## src/rtl/ifu_prefetch.sv

```systemverilog
// Instruction prefetch unit: single-outstanding fetch FSM feeding a DEPTH-entry instruction queue.
// Define IFU_PREFETCH_STATIC_PREDICT_EN to follow predicted-taken branches and jumps while fetching.
module ifu_prefetch #(
    parameter int                ADDR_W   = 32,
    parameter int                DEPTH    = 4,
    parameter logic [ADDR_W-1:0] RESET_PC = '0
) (
    input  logic              clk,
    input  logic              reset,
    output logic              mem_req,
    output logic [ADDR_W-1:0] mem_addr,
    input  logic              mem_ack,
    input  logic              mem_rvalid,
    input  logic [31:0]       mem_rdata,
    output logic              inst_valid,
    output logic [31:0]       inst,
    output logic [ADDR_W-1:0] inst_pc,
    output logic              inst_pred_taken,
    input  logic              inst_ready,
    input  logic              redirect,
    input  logic [ADDR_W-1:0] redirect_pc
);

    localparam int             PTR_W = $clog2(DEPTH);
    localparam logic [PTR_W:0] FULL  = (PTR_W+1)'(DEPTH);

    typedef enum logic [1:0] {S_REQ, S_WAIT, S_DROP, S_STALL} state_t;

    state_t            state;
    logic [ADDR_W-1:0] fetch_pc;
    logic [ADDR_W-1:0] pc_plus4;
    logic [ADDR_W-1:0] next_pc;
    logic [ADDR_W-1:0] redirect_aligned;
    logic [31:0]       q_inst [DEPTH];
    logic [ADDR_W-1:0] q_pc   [DEPTH];
    logic [PTR_W-1:0]  rd_ptr;
    logic [PTR_W-1:0]  wr_ptr;
    logic [PTR_W:0]    count;
    logic [PTR_W:0]    count_next;
    logic              enq;
    logic              deq;

    assign pc_plus4         = fetch_pc + ADDR_W'(4);
    assign redirect_aligned = redirect_pc & ~ADDR_W'(3);

    // A redirect wins over both queue ports in the same cycle.
    assign enq = (state == S_WAIT) & mem_rvalid & ~redirect;
    assign deq = inst_valid & inst_ready & ~redirect;

    always_comb begin
        count_next = count;
        case ({enq, deq})
            2'b10:   count_next = count + (PTR_W+1)'(1);
            2'b01:   count_next = count - (PTR_W+1)'(1);
            default: count_next = count;
        endcase
    end

`ifdef IFU_PREFETCH_STATIC_PREDICT_EN
    logic [5:0]         opcode;
    logic signed [33:0] br_off;
    logic [ADDR_W-1:0]  jmp_mask;
    logic               pred_bit;
    logic [DEPTH-1:0]   q_pred;

    assign opcode   = mem_rdata[31:26];
    assign br_off   = {{16{mem_rdata[15]}}, mem_rdata[15:0], 2'b00};
    // Jump keeps the upper bits of pc+4 above bit 27 and replaces the rest.
    assign jmp_mask = ADDR_W'(28'hFFF_FFFF);

    always_comb begin
        pred_bit = 1'b0;
        next_pc  = pc_plus4;
        if ((opcode == 6'h04 || opcode == 6'h05) && mem_rdata[15]) begin
            pred_bit = 1'b1;
            next_pc  = pc_plus4 + ADDR_W'(br_off);
        end else if (opcode == 6'h02) begin
            pred_bit = 1'b1;
            next_pc  = (pc_plus4 & ~jmp_mask) | (ADDR_W'({mem_rdata[25:0], 2'b00}) & jmp_mask);
        end
    end

    always_ff @(posedge clk) begin
        if (enq) begin
            q_pred[wr_ptr] <= pred_bit;
        end
    end

    assign inst_pred_taken = inst_valid & q_pred[rd_ptr];
`else
    assign next_pc         = pc_plus4;
    assign inst_pred_taken = 1'b0;
`endif

    always_ff @(posedge clk) begin
        if (enq) begin
            q_inst[wr_ptr] <= mem_rdata;
            q_pc[wr_ptr]   <= fetch_pc;
        end
    end

    always_ff @(posedge clk) begin
        if (reset) begin
            state    <= S_REQ;
            fetch_pc <= RESET_PC & ~ADDR_W'(3);
            rd_ptr   <= '0;
            wr_ptr   <= '0;
            count    <= '0;
        end else begin
            if (redirect) begin
                rd_ptr <= '0;
                wr_ptr <= '0;
                count  <= '0;
            end else begin
                if (enq) wr_ptr <= wr_ptr + PTR_W'(1);
                if (deq) rd_ptr <= rd_ptr + PTR_W'(1);
                count <= count_next;
            end

            case (state)
                S_REQ: begin
                    if (redirect) begin
                        fetch_pc <= redirect_aligned;
                        state    <= mem_ack ? S_DROP : S_REQ;
                    end else if (mem_ack) begin
                        state <= S_WAIT;
                    end
                end
                S_WAIT: begin
                    if (redirect) begin
                        fetch_pc <= redirect_aligned;
                        state    <= mem_rvalid ? S_REQ : S_DROP;
                    end else if (mem_rvalid) begin
                        fetch_pc <= next_pc;
                        state    <= (count_next == FULL) ? S_STALL : S_REQ;
                    end
                end
                S_DROP: begin
                    if (redirect) fetch_pc <= redirect_aligned;
                    if (mem_rvalid) state <= S_REQ;
                end
                S_STALL: begin
                    if (redirect) begin
                        fetch_pc <= redirect_aligned;
                        state    <= S_REQ;
                    end else if (count != FULL) begin
                        state <= S_REQ;
                    end
                end
                default: state <= S_REQ;
            endcase
        end
    end

    // Request is suppressed combinationally while reset is held so it is low throughout reset.
    assign mem_req    = (state == S_REQ) & ~reset;
    assign mem_addr   = fetch_pc;
    assign inst_valid = (count != '0);
    assign inst       = q_inst[rd_ptr];
    assign inst_pc    = q_pc[rd_ptr];

endmodule

```

## config.mk

```make
export PLATFORM = sky130hd
export DESIGN_NAME = ifu_prefetch
export DESIGN_NICKNAME = d
export VERILOG_FILES = /design/src/rtl/ifu_prefetch.sv
export SDC_FILE = /design/constraint.sdc
export NUM_CORES = 1
export LEC_CHECK = 0
export ABC_AREA = 1
export CORE_MARGIN = 8
export CORE_UTILIZATION = 43
export CTS_CLUSTER_SIZE = 16
export DETAILED_ROUTE_END_ITERATION = 10
export PLACE_DENSITY = 0.73
export SLEW_MARGIN = 20
export SYNTH_ARGS = -nofsm -noshare
export SYNTH_HDL_FRONTEND = slang
export SYNTH_SLANG_ARGS = --single-unit
```

## constraint.sdc

```tcl
create_clock -name clk -period 5.53 [get_ports clk]
set_clock_uncertainty 0.15 [all_clocks]
set_input_delay 0.8295 -clock clk [delete_from_list [all_inputs] [get_ports clk]]
set_output_delay 0.8295 -clock clk [all_outputs]
set_load 0.01 [all_outputs]
```

==> results by stage <==
Place:
- The HPWL after detailed placement is 18100 µm.
- The worst slack at placement is 1880 ps.
- Routability-driven placement finished with a final weighted congestion of 0.894.
- Buffers placed on the I/O ports in this run total 161.

Setup path:
- The worst-case reg-to-reg path depth is 15.
- The critical path ends at inst_pc[21].
- The cell with the largest stage delay on the worst path is sky130_fd_sc_hd__buf_4.
- For this run, the slowest stage of the critical path takes 740 ps.
- At the worst endpoint, the required time is 4550 ps.
- The launching element type of the critical path is a register.
- The data arrival time at the worst-slack endpoint is 3000 ps.
- Along the worst path, the maximum fanout reaches 90.
- The kind of end point of the critical path is an output port.
- The class of the most critical setup path is register to output port.
- The reg2reg setup slack is 2640 ps.
- The endpoint identified for the worst register-to-register timing path is state[0].
- In this run the critical register-to-register path is launched from state[1].
- The critical path goes through buf_4 > o21ai_0 > o22ai_1 > clkdlybuf4s50_1.

Logic synthesis:
- The synthesized instance count is 1080.
- In the synthesized netlist the async set-or-reset flop fraction comes to 0%.
- The top cell type's share of synthesized area is 62.4%.
- Yosys printed 0 warnings.
- The netlist area before placement is 11900 µm².
- Counting flops with a built-in enable in the synthesized netlist gives 248.
- The most used flip-flop cell after synthesis is sky130_fd_sc_hd__edfxtp_1.
- The post-synthesis area per instance is 11.1 µm².
- The cell type contributing the most total cell area after synthesis is sky130_fd_sc_hd__edfxtp_1.
- The flip-flop and latch count after synthesis is 289.
- Sequential cells were found to cover 69.2% of the synthesized design area.
- In the post-synthesis netlist, the biggest area contributors are sky130_fd_sc_hd__edfxtp_1, sky130_fd_sc_hd__dfxtp_1, sky130_fd_sc_hd__nor2_1, sky130_fd_sc_hd__o21ai_0, sky130_fd_sc_hd__nand2_1.
- The count of different cell masters after synthesis is 37.

STA:
- The number of endpoints with negative hold slack in the final report was 0.
- For the pin with the worst max-slew slack, the measured transition is 954 ps.
- Setup violations remaining at the end of the flow were counted as 0.
- The final worst-path cycle share is 72.0%.
- Setup repair after global routing left no endpoint under its margin.
- The post-layout minimum cycle time is 3980 ps.
- Measured against its own limit, the worst slew margin works out to 36.2%.
- The setup TNS is 0 ps.
- The number of slew-limit violations in the final report is 0.
- The worst-case setup margin in the final layout is 1550 ps.
- The maximum frequency from static timing analysis is 251 MHz.

Clock network:
- The number of hold buffers added after cts is 0.
- The CTS tree is done.
- The total setup buffers inserted after CTS is 0.
- The maximum number of buffers from clock root to sink is 3.
- CTS saw 289 sinks.
- The number of CTS-inserted buffers is 29.
- Gates resized during post-CTS repair numbered 0.
- The clock root buffer is sky130_fd_sc_hd__clkbuf_16.
- The count of H-tree levels built during CTS is 1.
- Clock-pin slew was measured on the worst setup and hold paths at 60 ps.
- At the later pin of the worst-skew pair, clock insertion delay measures 540 ps.

Pwr:
- Across the VDD grid, the largest voltage drop is 201 µV.
- In this run the power density over the cells is 317 nW/µm².
- The total leakage power is 4.96 nW.
- The total power of the final layout is 4.73 mW.

Final layout:
- In the layout the commonest cells are sky130_fd_sc_hd__edfxtp_1, sky130_fd_sc_hd__nor2_1, sky130_fd_sc_hd__clkdlybuf4s50_1.
- At the end of the flow the core is filled with cells to 54.1%.
- The most common cell after layout, fill and taps aside is sky130_fd_sc_hd__edfxtp_1.
- Relative to the synthesized area, the layout overhead comes to 24.7%.
- The number of inserted filler cells in the final layout is 2308.
- The number of antenna diodes in the final layout is 0.
- The fraction of final layout cells sized beyond drive strength 1 is 6.80%.
- For this run, the post-layout net count is 1305.

GRT:
- The total track usage is 17.4%.
- The via count of the first global-routing pass came to 8553.
- For this run the aggregate overflow at the end of global routing stands at 0.
- The wire length of the first global-routing pass is 46200 µm.
- The maximum number of pins on one net before global-route repair is 125.
- The initial antenna violation count is 0.

Die:
- During I/O placement, the number of pins put on the boundary was 169.
- The die width is 183 µm.
- The starting utilization of the core area is 43.3%.
- In this run the vertical extent of the chip is 183 µm.
- The placeable core region is 27600 µm².
- The floorplan has 61 rows.
- The floorplan step defined a die boundary enclosing 33400 µm².

Routing:
- Before antenna repair, the detailed router went through 5 iterations.
- In the routed design, unresolved DRC markers number 0.
- The number of vias after detailed routing is 8632.
- The remaining antenna violation count after routing is 0.
- The detailed router finished its first iteration with 944 violations.
- Dividing the detail-routed wire length by the instance count gives 18.2 µm.
- The via-per-instance ratio is 5.30.
- The routed wire length is 29600 µm.

Flow run:
- Across the run, the number of max-cap violations was 0.

Min path:
- The tightest min-delay check is of the register to register type.
- The startpoint identified for the worst hold timing path is rd_ptr[1].

Status:
- The flow ran to the end, and the final reports show no timing, DRC or antenna violations.
==> registers in the layout (all words and copies together), names as in the netlist, named ones only <==
signal / flops
mem_addr: 30
count: 3
wr_ptr: 2
q_pc: 120
state: 2
rd_ptr: 2
q_inst: 128
==> worst min-delay path by stage <==
| stage | end | depth (start not counted) | slack [ps] |
|---|---|---|---|
| 2_1_floorplan | register | 2 | 290 |
| 3_3_place_gp | register | 2 | 290 |
| 3_5_place_dp | register | 2 | 310 |
| 4_1_cts | rd_ptr[1] | 2 | 330 |
| 5_1_grt | register | 2 | 370 |
| 6_report | register | 2 | 320 |
==> cell type report <==
type	count	area [µm²]	share of cell area [%]
multi-input combinational	678	3230	21.7
sequential	289	8270	55.5
timing repair buffer	173	1750	11.8
inverter	57	220	1.48
clock buffer	33	741	4.97
clock inverter	20	206	1.39
tap	378	473	3.17
==> power breakdown <==
group,switching [mW],internal [mW]
logic,0.157,0.143
registers,0.0627,2.41
clock network,0.803,1.15
total,1.02,3.70
==> synth_stat cells (2+ instances only) <==
| library cell | number |
|---|---|
| sky130_fd_sc_hd__edfxtp_1 | 248 |
| sky130_fd_sc_hd__nor2_1 | 213 |
| sky130_fd_sc_hd__o21ai_0 | 147 |
| sky130_fd_sc_hd__nand2_1 | 128 |
| sky130_fd_sc_hd__o22ai_1 | 62 |
| sky130_fd_sc_hd__inv_1 | 52 |
| sky130_fd_sc_hd__dfxtp_1 | 41 |
| sky130_fd_sc_hd__clkbuf_1 | 37 |
| sky130_fd_sc_hd__nand3_1 | 32 |
| sky130_fd_sc_hd__a21oi_1 | 29 |
| sky130_fd_sc_hd__buf_2 | 15 |
| sky130_fd_sc_hd__nor3_1 | 11 |
| sky130_fd_sc_hd__buf_4 | 8 |
| sky130_fd_sc_hd__nand4_1 | 7 |
| sky130_fd_sc_hd__a211oi_1 | 6 |
| sky130_fd_sc_hd__ha_1 | 6 |
| sky130_fd_sc_hd__inv_2 | 5 |
| sky130_fd_sc_hd__nand2_2 | 5 |
| sky130_fd_sc_hd__nor2_2 | 5 |
| sky130_fd_sc_hd__o211ai_1 | 3 |
| sky130_fd_sc_hd__nor2_4 | 2 |
| sky130_fd_sc_hd__o221ai_1 | 2 |
| sky130_fd_sc_hd__or2_2 | 2 |
==> layer usage <==
layer / GRT usage (%) / up-vias / wire length (µm)
met2: 29.2 / 325 / 14100
li1: - / 4116 / -
met5: 0 / - / 0
met4: 4.82 / 0 / 517
met3: 4.06 / 40 / 2500
met1: 22.3 / 4151 / 12500
==> worst max-delay path: cells and delay by family, from the launching register on <==
family	cells	cell delay [ps]
compound gates	2	470
buf+inv	2	1310
flops	1	600
==> per-stage QoR <==
stage	hold slack, ps	instances	cell area [µm²]
6_report	324	1628	14900
5_1_grt	365	1628	14900
4_1_cts	327	1628	14900
3_5_place_dp	307	1575	13900
3_3_place_gp	290	1575	13900
2_1_floorplan	286	1084	12000
==> cells by family (layout without fill, tap and decap cells) <==
family | after synthesis | after routing | synth area share (%)
mux | 1 | 1 | 0.0838
flops | 289 | 289 | 69.2
other cells | 1 | 5 | 0.0314
xor+xnor | 2 | 2 | 0.147
fa+ha+maj | 7 | 7 | 0.796
simple gates | 410 | 410 | 14.0
compound gates | 253 | 253 | 11.6
buf+inv | 117 | 283 | 4.09
Power figures use the tool's default switching activity.
